### src/rtl/csr_port_arbiter_pkg.sv
// Shared types and constants for the CSR port arbiter and its trap sequencer.
// Latency: n/a (declarations only).
// Backpressure: n/a.
// Optional feature macro: CSR_ARB_MTVAL_EN (adds the mtval write to the trap sequence).
package csr_port_arbiter_pkg;

    localparam int CSR_ADDR_W = 12;

    typedef logic [CSR_ADDR_W-1:0] csr_addr_t;

    // Request type understood by the CSR file.
    typedef enum logic [1:0] {
        CSR_RD = 2'd0,
        CSR_RW = 2'd1,
        CSR_RS = 2'd2,
        CSR_RC = 2'd3
    } csr_req_type_e;

    localparam csr_addr_t   CSR_MEPC    = 12'h341;
    localparam csr_addr_t   CSR_MCAUSE  = 12'h342;
    localparam csr_addr_t   CSR_MTVAL   = 12'h343;
    localparam csr_addr_t   CSR_MSTATUS = 12'h300;
    localparam logic [31:0] MSTATUS_MIE = 32'h0000_0008;

    // Arbiter states: the top uses IDLE/EXEC_LOCK, the trap sequencer IDLE/T_*.
    typedef enum logic [2:0] {
        IDLE,
        EXEC_LOCK,
        T_EPC,
        T_CAUSE,
`ifdef CSR_ARB_MTVAL_EN
        T_TVAL,
`endif
        T_STAT
    } arb_state_e;

endpackage

### src/rtl/csr_port_arbiter_if.sv
// CSR request channel: valid/ready request plus same-cycle read data and exists flag.
// Latency: n/a (signal bundle).
// Backpressure: requester holds valid/a/d/t stable until ready.
interface csr_port_arbiter_if #(
    parameter int DATA_W = 32,
    parameter int ADDR_W = 12
);
    import csr_port_arbiter_pkg::*;

    logic              valid;
    logic              ready;
    logic [ADDR_W-1:0] a;
    logic [DATA_W-1:0] d;
    csr_req_type_e     t;
    logic [DATA_W-1:0] rdata;
    logic              exists;

    // master issues requests, slave answers them
    modport master (output valid, a, d, t, input ready, rdata, exists);
    modport slave  (input valid, a, d, t, output ready, rdata, exists);

endinterface

### src/rtl/csr_port_arbiter_trap_seq.sv
// Trap entry sequencer: captures trap operands and issues mepc/mcause/[mtval]/mstatus writes.
// Latency: one write per csr_ready cycle after start; done/err registered one cycle after the last write.
// Backpressure: req_rdy_i low holds the current request stable indefinitely.
module csr_trap_seq
    import csr_port_arbiter_pkg::*;
#(
    parameter int DATA_W = 32,
    parameter int ADDR_W = 12
) (
    input  logic              clk,
    input  logic              rst,
    input  logic              start_i,
    input  logic [DATA_W-1:0] pc_i,
    input  logic [DATA_W-1:0] cause_i,
    input  logic [DATA_W-1:0] tval_i,
    input  logic              req_rdy_i,
    input  logic              req_exists_i,
    output logic              req_vld_o,
    output logic [ADDR_W-1:0] req_a_o,
    output logic [DATA_W-1:0] req_d_o,
    output csr_req_type_e     req_t_o,
    output logic              seq_busy_o,
    output logic              done_o,
    output logic              err_o
);

    arb_state_e        state_q, state_d;
    logic [DATA_W-1:0] pc_q, cause_q;
    logic              err_q, err_d;
    logic              done_q, trap_err_q;
    logic              last_wr;

`ifdef CSR_ARB_MTVAL_EN
    logic [DATA_W-1:0] tval_q;
`else
    logic unused_tval;
    assign unused_tval = ^tval_i;
`endif

    // Next-state and request decode for the write sequence.
    always_comb begin
        state_d   = state_q;
        req_vld_o = 1'b0;
        req_a_o   = '0;
        req_d_o   = '0;
        req_t_o   = CSR_RW;
        last_wr   = 1'b0;
        case (state_q)
            IDLE: begin
                if (start_i) state_d = T_EPC;
            end
            T_EPC: begin
                req_vld_o = 1'b1;
                req_a_o   = ADDR_W'(CSR_MEPC);
                req_d_o   = pc_q;
                if (req_rdy_i) state_d = T_CAUSE;
            end
            T_CAUSE: begin
                req_vld_o = 1'b1;
                req_a_o   = ADDR_W'(CSR_MCAUSE);
                req_d_o   = cause_q;
`ifdef CSR_ARB_MTVAL_EN
                if (req_rdy_i) state_d = T_TVAL;
`else
                if (req_rdy_i) state_d = T_STAT;
`endif
            end
`ifdef CSR_ARB_MTVAL_EN
            T_TVAL: begin
                req_vld_o = 1'b1;
                req_a_o   = ADDR_W'(CSR_MTVAL);
                req_d_o   = tval_q;
                if (req_rdy_i) state_d = T_STAT;
            end
`endif
            T_STAT: begin
                req_vld_o = 1'b1;
                req_a_o   = ADDR_W'(CSR_MSTATUS);
                req_d_o   = DATA_W'(MSTATUS_MIE);
                req_t_o   = CSR_RC;
                if (req_rdy_i) begin
                    state_d = IDLE;
                    last_wr = 1'b1;
                end
            end
            default: state_d = IDLE;
        endcase
    end

    // Error accumulator: cleared at trap acceptance, sticky across the sequence's handshakes.
    always_comb begin
        err_d = err_q;
        if (start_i) begin
            err_d = 1'b0;
        end else if (req_vld_o && req_rdy_i) begin
            err_d = err_q | ~req_exists_i;
        end
    end

    assign seq_busy_o = (state_q != IDLE);
    assign done_o     = done_q;
    assign err_o      = trap_err_q;

    // State, operand capture, and the registered completion pulse.
    always_ff @(posedge clk or negedge rst) begin
        if (!rst) begin
            state_q    <= IDLE;
            pc_q       <= '0;
            cause_q    <= '0;
            err_q      <= 1'b0;
            done_q     <= 1'b0;
            trap_err_q <= 1'b0;
`ifdef CSR_ARB_MTVAL_EN
            tval_q     <= '0;
`endif
        end else begin
            state_q    <= state_d;
            err_q      <= err_d;
            done_q     <= last_wr;
            trap_err_q <= last_wr & err_d;
            if (start_i) begin
                pc_q    <= pc_i;
                cause_q <= cause_i;
`ifdef CSR_ARB_MTVAL_EN
                tval_q  <= tval_i;
`endif
            end
        end
    end

endmodule

### src/rtl/csr_port_arbiter.sv
// Owns the CSR file port; grants it to atomic trap-entry sequences (priority) or exec ops (pass-through).
// Latency: exec 0 cycles; trap done 4 cycles after accept (5 with CSR_ARB_MTVAL_EN) when csr_ready is tied high.
// Backpressure: csr_ready low stalls the granted requester; grant never moves while a request is outstanding.
module csr_port_arbiter
    import csr_port_arbiter_pkg::*;
#(
    parameter int DATA_W = 32,
    parameter int ADDR_W = 12
) (
    input  logic                 clk,
    input  logic                 rst,
    csr_port_arbiter_if.slave    exec_if,
    input  logic                 trap_valid,
    output logic                 trap_ready,
    input  logic [DATA_W-1:0]    trap_pc,
    input  logic [DATA_W-1:0]    trap_cause,
    input  logic [DATA_W-1:0]    trap_tval,
    output logic                 trap_done,
    output logic                 trap_err,
    csr_port_arbiter_if.master   csr_if
);

    arb_state_e        state_q, state_d;
    logic              exec_gnt;
    logic              seq_start;
    logic              seq_busy;
    logic              seq_vld;
    logic [ADDR_W-1:0] seq_a;
    logic [DATA_W-1:0] seq_d;
    csr_req_type_e     seq_t;

    csr_trap_seq #(
        .DATA_W (DATA_W),
        .ADDR_W (ADDR_W)
    ) u_trap_seq (
        .clk          (clk),
        .rst          (rst),
        .start_i      (seq_start),
        .pc_i         (trap_pc),
        .cause_i      (trap_cause),
        .tval_i       (trap_tval),
        .req_rdy_i    (csr_if.ready),
        .req_exists_i (csr_if.exists),
        .req_vld_o    (seq_vld),
        .req_a_o      (seq_a),
        .req_d_o      (seq_d),
        .req_t_o      (seq_t),
        .seq_busy_o   (seq_busy),
        .done_o       (trap_done),
        .err_o        (trap_err)
    );

    // Grant decision: trap beats exec in IDLE; a stalled exec op locks the port until its handshake.
    always_comb begin
        state_d    = state_q;
        exec_gnt   = 1'b0;
        seq_start  = 1'b0;
        trap_ready = 1'b0;
        case (state_q)
            EXEC_LOCK: begin
                exec_gnt = 1'b1;
                if (csr_if.ready) state_d = IDLE;
            end
            default: begin
                state_d = IDLE;
                if (!seq_busy) begin
                    if (trap_valid) begin
                        trap_ready = 1'b1;
                        seq_start  = 1'b1;
                    end else if (exec_if.valid) begin
                        exec_gnt = 1'b1;
                        if (!csr_if.ready) state_d = EXEC_LOCK;
                    end
                end
            end
        endcase
    end

    // Port mux: exec is a combinational pass-through, otherwise the trap sequencer drives the port.
    always_comb begin
        csr_if.valid   = seq_vld;
        csr_if.a       = seq_a;
        csr_if.d       = seq_d;
        csr_if.t       = seq_t;
        exec_if.ready  = exec_gnt & csr_if.ready;
        exec_if.rdata  = csr_if.rdata;
        exec_if.exists = csr_if.exists;
        if (exec_gnt) begin
            csr_if.valid = 1'b1;
            csr_if.a     = exec_if.a;
            csr_if.d     = exec_if.d;
            csr_if.t     = exec_if.t;
        end
    end

    // Grant/lock state register.
    always_ff @(posedge clk or negedge rst) begin
        if (!rst) begin
            state_q <= IDLE;
        end else begin
            state_q <= state_d;
        end
    end

endmodule

### src/flat_wrapper.sv
// flat-port wrapper written by rule: the top's interface ports become plain ports
module csr_port_arbiter_flat import csr_port_arbiter_pkg::*;
#(
    parameter int DATA_W = 32,
    parameter int ADDR_W = 12
)
  (clk, rst, trap_valid, trap_ready, trap_pc, trap_cause, trap_tval, trap_done, trap_err, exec_if_valid, exec_if_a, exec_if_d, exec_if_t, exec_if_ready, exec_if_rdata, exec_if_exists, csr_if_valid, csr_if_a, csr_if_d, csr_if_t, csr_if_ready, csr_if_rdata, csr_if_exists);
  csr_port_arbiter_if #(.DATA_W(DATA_W), .ADDR_W(ADDR_W)) exec_if_i ();
  csr_port_arbiter_if #(.DATA_W(DATA_W), .ADDR_W(ADDR_W)) csr_if_i ();
  input  logic clk;
  input  logic rst;
  input  logic trap_valid;
  output logic trap_ready;
  input  logic [DATA_W-1:0] trap_pc;
  input  logic [DATA_W-1:0] trap_cause;
  input  logic [DATA_W-1:0] trap_tval;
  output logic trap_done;
  output logic trap_err;
  input wire logic [$bits(exec_if_i.valid)-1:0] exec_if_valid;
  input wire logic [$bits(exec_if_i.a)-1:0] exec_if_a;
  input wire logic [$bits(exec_if_i.d)-1:0] exec_if_d;
  input wire logic [$bits(exec_if_i.t)-1:0] exec_if_t;
  output wire logic [$bits(exec_if_i.ready)-1:0] exec_if_ready;
  output wire logic [$bits(exec_if_i.rdata)-1:0] exec_if_rdata;
  output wire logic [$bits(exec_if_i.exists)-1:0] exec_if_exists;
  output wire logic [$bits(csr_if_i.valid)-1:0] csr_if_valid;
  output wire logic [$bits(csr_if_i.a)-1:0] csr_if_a;
  output wire logic [$bits(csr_if_i.d)-1:0] csr_if_d;
  output wire logic [$bits(csr_if_i.t)-1:0] csr_if_t;
  input wire logic [$bits(csr_if_i.ready)-1:0] csr_if_ready;
  input wire logic [$bits(csr_if_i.rdata)-1:0] csr_if_rdata;
  input wire logic [$bits(csr_if_i.exists)-1:0] csr_if_exists;
  assign exec_if_i.valid = exec_if_valid;
  assign exec_if_i.a = exec_if_a;
  assign exec_if_i.d = exec_if_d;
  assign exec_if_i.t = exec_if_t;
  assign exec_if_ready = exec_if_i.ready;
  assign exec_if_rdata = exec_if_i.rdata;
  assign exec_if_exists = exec_if_i.exists;
  assign csr_if_valid = csr_if_i.valid;
  assign csr_if_a = csr_if_i.a;
  assign csr_if_d = csr_if_i.d;
  assign csr_if_t = csr_if_i.t;
  assign csr_if_i.ready = csr_if_ready;
  assign csr_if_i.rdata = csr_if_rdata;
  assign csr_if_i.exists = csr_if_exists;
  csr_port_arbiter #(.DATA_W(DATA_W), .ADDR_W(ADDR_W)) u_core (.clk(clk), .rst(rst), .exec_if(exec_if_i), .trap_valid(trap_valid), .trap_ready(trap_ready), .trap_pc(trap_pc), .trap_cause(trap_cause), .trap_tval(trap_tval), .trap_done(trap_done), .trap_err(trap_err), .csr_if(csr_if_i));
endmodule
### config.mk
export PLATFORM = sky130hd
export DESIGN_NAME = csr_port_arbiter_flat
export DESIGN_NICKNAME = d
export VERILOG_FILES = /design/src/rtl/csr_port_arbiter_pkg.sv /design/src/rtl/csr_port_arbiter_if.sv /design/src/rtl/csr_port_arbiter_trap_seq.sv /design/src/rtl/csr_port_arbiter.sv /design/src/flat_wrapper.sv
export SDC_FILE = /design/constraint.sdc
export NUM_CORES = 1
export LEC_CHECK = 0
export CAP_MARGIN = 0
export CELL_PAD_IN_SITES_DETAIL_PLACEMENT = 0
export CELL_PAD_IN_SITES_GLOBAL_PLACEMENT = 1
export CORE_UTILIZATION = 23
export CTS_CLUSTER_DIAMETER = 40
export DETAILED_ROUTE_END_ITERATION = 7
export PLACE_DENSITY_LB_ADDON = 0.05
export SETUP_SLACK_MARGIN = 0.15
export SYNTH_ARGS = -nofsm -noshare
export SYNTH_HDL_FRONTEND = slang
export SYNTH_SLANG_ARGS = --single-unit
### constraint.sdc
create_clock -name clk -period 1.4 [get_ports clk]
set_input_delay 0.21 -clock clk [delete_from_list [all_inputs] [get_ports clk]]
set_output_delay 0.21 -clock clk [all_outputs]
set_load 0.02 [all_outputs]
==> results.txt <==
- Before antenna repair, the detailed router went through 4 iterations.
* Clock Skew: just under 5 ps
- In the routed layout, each cell is associated on average with a via count of 4.30.
- A synthesized cell averages between 10 and 15 sq um.
* Leading cell type in the layout, fill and taps excluded: clkdlybuf4s50_1
- TritonCTS created 9 clock buffers.
- The startpoint identified for the worst register-to-register timing path is u_core.state_q[0].
- At the placement stage, the worst setup path has a slack of -972 ps.
- The post-route netlist has a little under 60% of its cells at a drive strength greater than 1.
* Sequential fraction of the synthesis area: 47.1%
* Number of instances in the placed design: 660
- Area fraction of the dominant cell type after synthesis: between 40% and 50%
- Via count: between 3,000 and 4,000
- CTS saw roughly 70 sinks.
- Number of core rows: 46
- Final critical path time including I/O delays and setup: between 2000 and 2500 ps
* Max-cap violations: 0
- Cells along the critical path: nor3_4, a21o_4, buf_6, buf_8, buf_12, o2bb2ai_4, buf_6
- CTS tree: built
* Die Area: 16,900 sq um
* Post-layout instance area: ~8000 sq um
* Number of warnings reported in the yosys synthesis log: 0
- The cell area that synthesis handed to floorplanning was between 3000 and 4000 sq um.
- In the synthesized netlist the dominant register cell turns out to be dfrtp_1.
- Total power: 18.1 mW
- Half-perimeter wire length of the detailed placement result: around 8.2 mm
- The worst hold path begins at csr_if_rdata[10].
* Slew at the pin closest to its max-slew limit: 401 ps
* Maximum clock rate: 498 MHz
* Wire length reported by the detailed router: roughly 12 mm
* Total cell area at the placement stage: 6470 sq um
- Clock Root Buffer: clkbuf_16
- Setup repair after global routing missed its margin: true
- Worst path setup slack after routing: -610 ps
- Top post-synthesis cells by area: dfrtp_1, mux2_1, mux2i_1
* Smallest hold slack: between 400 and 500 ps
- Routability-driven placement finished with a final weighted congestion of 0.696.
* Post-detailed-route count of antenna-violating nets: 0
- Internal reg-to-reg setup slack: -470 ps
- The worst setup path is launched from a register.
- On the critical path the largest part of the delay comes from buffers and inverters.
- Category of the most critical setup path: reg2out
* Part of the cycle the worst path needs: 144%
- STA puts the critical path data required time at 1190 ps.
- The worst setup path is captured at a primary output.
- Global routing finished with a remaining overflow of 0.
* Class of the tightest hold or removal check: in2out
- Synthesized net count: 475
* Initial core utilization: 23.6%
- The number of global-route vias before repair was between 3,000 and 4,000.
* Cell with the largest stage delay on the worst path: dfrtp_2
* Initial drt markers: 73
- Largest area contributor in the synthesized netlist: dfrtp_1
* Total leakage power: 3.27 nW
* Max-slew violations: 0
* Final hold viol count: 0
* Number of top-level design ports: 264
- The count of cells in the finished layout, fillers not included, comes to 721.
* Crit path largest cell delay: 440 ps
- Power spread over the standard cell area amounts to 2310 nW/um^2.
- After clock tree synthesis, the clock-pin slew on the worst setup and hold paths is 50 ps.
* IR drop worst, VDD: 0.954 mV
* Endpoints failing setup: 115
* Worst-case headroom to the max-slew limit: 73.3%
* Most used cells in the layout excluding fill and tap cells: clkdlybuf4s50_1, buf_6, dfrtp_1
- Vertical extent of the die: 130 um
- In this run, distinct cell masters in the synthesized netlist total 29.
* Number of remaining DRC errors: 0
- H-tree lvl count: 3
- Measured along the x axis, the die boundary spans between 100 and 150 um.
* Number of antenna diodes: 0
- The later pin in the worst-skew pair is clocked with a latency of around 330 ps.
- Largest fanout on the critical path: 6
* Filler cell count: 1,388
- The checks that failed: setup timing.
- Floorplan core area: roughly 16,000 sq um
- The cell that appears most often on the critical path is buf_6.
- In this run the worst setup path begins at u_core.u_trap_seq.state_q[1].
- Counting along the longest clock path gives a buffer depth of 2.
- Total global routing track utilization: 15.1%
* Global-route wire length before repair: 19.0 mm
* Largest net degree at the start of global routing: 72
- Compared with the post-synthesis result, the final layout area differs by 108%.
- Outcome: complete, but fails checks
- Data arrives at the worst endpoint at 1800 ps.
* Port bufs: approximately 170
- In this run, synthesis inferred 0 flip-flops with an integrated enable.
* Flop and latch count out of synthesis: 71
- In the synthesized netlist the async set-or-reset flop fraction comes to 100%.
- Synthesis produced a netlist whose cell count is 295.
- Antenna violations before repair: 1
- Routed length per placed instance: 17.0 um
* # nets final: 680
* Buffers & Inverters on Critical Path: 4
[area by class of cell]
type | count | area [sq um] | share of cell area, %
multi-input combinational | 170 | 2650 | 33.8
tap | 216 | 270 | 3.44
timing repair buffer | 247 | 2810 | 35.8
clock buffer | 11 | 253 | 3.22
clock inverter | 5 | 80.1 | 1.02
inverter | 1 | 3.75 | 0.0478
sequential | 71 | 1780 | 22.7
[cell usage after synthesis, drive strengths merged, types with 2 or more instances]
cell type	n
dfrtp	71
mux2	65
buf	49
o2bb2ai	34
mux2i	31
and2	9
nor2	6
clkbuf	4
nand2b	4
a21o	3
nor3	3
a21oi	2
nand2	2
nor2b	2
[metal layers]
| layer | up-vias | share of wire (%) | global-route usage [%] |
|---|---|---|---|
| met1 | 1514 | 43 | 18.9 |
| met5 | - | 0 | 0 |
| li1 | 1449 | - | - |
| met3 | 17 | 7.0 | 4.18 |
| met2 | 117 | 49 | 24.4 |
| met4 | 0 | 1.5 | 6.09 |
[repair_timing]
item	CTS	global route
endpoints found under the setup margin	118	120
buffers inserted	24	12
pin swaps	7	3
hold buffers	1	0
endpoints found under the hold margin	71	0
resized for setup	402	19
gates cloned	8	0
[per-stage QoR]
step                util (%)  TNS, ps
floorplan                  -   -12190
global route            49.2   -64280
finish                  49.2   -54850
detailed placement      40.6   -82910
global placement        40.6   -81860
CTS                     48.2   -56500
[registers in the layout (all words and copies together) (netlist names)]
name and cells:
u_core.u_trap_seq.err_q 1, u_core.u_trap_seq.cause_q 32, u_core.state_q 1, u_core.u_trap_seq.err_o 1
u_core.u_trap_seq.pc_q 32, u_core.u_trap_seq.done_o 1, u_core.u_trap_seq.state_q 3
[worst paths after layout]
path / to / cells past startpoint
max in group asynchronous: u_core.u_trap_seq.state_q[1] / 3
min: exec_if_rdata[10] / 0
max reg2reg: u_core.u_trap_seq.pc_q[30] / 7
min reg2reg: u_core.u_trap_seq.cause_q[3] / 1
max: csr_if_d[2] / 7
min in group asynchronous: u_core.u_trap_seq.cause_q[23] / 3
[kinds of logic after synthesis]
kind of cell,share of synthesized area [%]
AOI/OAI and AO/OA,9.86
xor gates and xnor gates,0.232
and+or+nand+nor,4.88
muxes,27.6
DFF,47.1
buffers and inverters,10.3
[report_power, final]
part	internal [mW]	leakage (nW)	total [mW]	switching (mW)
logic	6.99	2.27	11.9	4.87
clock network	1.65	0.158	2.51	0.862
registers	3.08	0.846	3.77	0.694
total	11.7	3.27	18.1	6.42
No activity file was read; power rests on OpenSTA's default activity.
==> RTL change (same settings) <==
`DATA_W` is set to 32 in 4 places; all go to 40.
--- a/src/rtl/csr_port_arbiter_if.sv
+++ b/src/rtl/csr_port_arbiter_if.sv
@@ -3,5 +3,5 @@
 // Backpressure: requester holds valid/a/d/t stable until ready.
 interface csr_port_arbiter_if #(
-    parameter int DATA_W = 32,
+    parameter int DATA_W = 40,
     parameter int ADDR_W = 12
 );
--- a/src/rtl/csr_port_arbiter_trap_seq.sv
+++ b/src/rtl/csr_port_arbiter_trap_seq.sv
@@ -5,5 +5,5 @@
     import csr_port_arbiter_pkg::*;
 #(
-    parameter int DATA_W = 32,
+    parameter int DATA_W = 40,
     parameter int ADDR_W = 12
 ) (
--- a/src/rtl/csr_port_arbiter.sv
+++ b/src/rtl/csr_port_arbiter.sv
@@ -5,5 +5,5 @@
     import csr_port_arbiter_pkg::*;
 #(
-    parameter int DATA_W = 32,
+    parameter int DATA_W = 40,
     parameter int ADDR_W = 12
 ) (
--- a/src/flat_wrapper.sv
+++ b/src/flat_wrapper.sv
@@ -2,5 +2,5 @@
 module csr_port_arbiter_flat import csr_port_arbiter_pkg::*;
 #(
-    parameter int DATA_W = 32,
+    parameter int DATA_W = 40,
     parameter int ADDR_W = 12
 )
Ports: changed (7 resized); port bits go from 264 to 320. The function was not compared with the original's and may differ.
==> RTL change against the original RTL <==
  * The flow still finishes with violations (setup timing)
  * Cell area up 11%
  * Sequential share of layout area up 2.4 points
  * Largest power group unchanged
  * Wire length up 25%
  * Register-to-register slack worse by 70 ps
  * Clock skew up 1.0 ps
  * Worst setup slack worse by 40 ps
  * Area after synthesis up 32%
  * Non-clock buffer count up 31
  * Total power up 9.1%
  * Sequential cell count up 16
  * Combinational power up 6%
==> RTL change: results (changes against the original RTL) <==
INFO  metric dp_slack = -829 ps (+143 ps)
INFO  metric wire_per_inst = 17.7 um (+4.6%)
INFO  metric grt_start_max_net_pins = 88 (+22%)
INFO  metric cell_types_with_the_largest_area_share_after_synthesis = sky130_fd_sc_hd__dfrtp_1 (44%), sky130_fd_sc_hd__mux2_4 (24%), sky130_fd_sc_hd__mux2i_1 (7.8%), sky130_fd_sc_hd__o2bb2ai_1 (7.4%), sky130_fd_sc_hd__buf_4 (6.5%)
INFO  metric final_nets = 799 (+18%)
INFO  metric antenna_found_initial = 0 (-1)
INFO  metric synth_common_cells = sky130_fd_sc_hd__dfrtp_1 (87), sky130_fd_sc_hd__mux2_4 (78), sky130_fd_sc_hd__buf_4 (43)
INFO  metric number_of_global_route_vias_before_repair = 4149 (+20%)
INFO  metric run_status = finished with violations
INFO  metric instance_area_at_placement = 7510 um2 (+16%)
INFO  metric pwr_density_cell = 2270 nW/um2 (-1.8%)
INFO  metric fill_cells = 1948 (+40%)
INFO  metric totalWireLength = 15.2 mm (+25%)
INFO  metric timing.final.setup_violations = 140 (+22%)
INFO  metric layout-drive-gt1-share = 0.529 (-0.0590)
INFO  metric layout_setup_ws = -650 ps (-39.5 ps)
INFO  metric grt_first_pass_wirelength = 23.6 mm (+25%)
INFO  metric power.leakage = 0.00370 uW (+13%)
INFO  metric critPathArrivalTime = 1840 ps (+40 ps)
INFO  metric internal_power = 12800 uW (+9.1%)
INFO  metric seq-power = 4520 uW (+20%)
INFO  metric ctsResizeCount = 391 (-2.7%)
INFO  metric synthesis.instances = 355 (+20%)
INFO  metric tritoncts_num_sinks = 87 (+23%)
INFO  metric place.port_buffers = 199 (+19%)
INFO  metric clock-skew-final = 6.00 ps (+1.02 ps)
INFO  metric setup_tns = -71340 ps (-16490 ps)
INFO  metric gp_congestion = 0.708 (+1.7%)
INFO  metric global_route.usage.total = 0.142 (-0.00833)
INFO  metric timing.reg2reg.worst_path_depth = 8 (+1)
INFO  metric failing_checks = setup timing
INFO  metric power.combinational.total = 12600 uW (+6%)
INFO  metric syn_nets = 575 (+21%)
INFO  metric synthDistinctLibCells = 28 (-3.4%)
INFO  metric stdcell_area = 8720 um2 (+11%)
INFO  metric detailedRoute.firstIterationViolations = 58 (-21%)
==> RTL change: per-layer routing <==
layer | vias to the layer above | part of all wire | routed length [um] | GRT usage
met5 | - | 0 | 0 | 0
met4 | 0 | 0.021 | 313 | 0.0607
met3 | 36 | 0.058 | 879 | 0.0312
met2 | 130 | 0.48 | 7270 | 0.227
met1 | 1756 | 0.44 | 6780 | 0.185
li1 | 1712 | - | - | -
==> RTL change: area by class of cell <==
class / count / area [um2] / share of cell area
tap: 275 / 344 / 0.0394
inverter: 1 / 3.75 / 0.000430
clock buffer: 11 / 243 / 0.0278
multi-input combinational: 202 / 2690 / 0.308
clock inverter: 5 / 81.3 / 0.00932
timing repair buffer: 278 / 3180 / 0.364
sequential: 87 / 2180 / 0.250
==> RTL change: path summary, 6_finish.rpt <==
kind / end / startpoint / slack [ps]
max: csr_if_d[1] / u_core.u_trap_seq.state_q[1] / -650
min: exec_if_rdata[17] / csr_if_rdata[17] / 420
max reg2reg: u_core.u_trap_seq.pc_q[14] / u_core.state_q[0] / -540
min reg2reg: u_core.u_trap_seq.pc_q[22] / u_core.u_trap_seq.pc_q[22] / 510
max in group asynchronous: u_core.u_trap_seq.state_q[0] / rst / 530
min in group asynchronous: u_core.u_trap_seq.cause_q[24] / rst / 460
==> RTL change: cell families (layout without fill, tap and decap cells) <==
| kind of cell | after synthesis | in the layout | share of synthesized area |
|---|---|---|---|
| compound gates | 52 | 52 | 0.0888 |
| mux | 120 | 120 | 0.321 |
| buf+inv | 66 | 295 | 0.114 |
| simple gates | 29 | 29 | 0.0370 |
| xor+xnor | 1 | 1 | 0.00176 |
| flops | 87 | 87 | 0.438 |
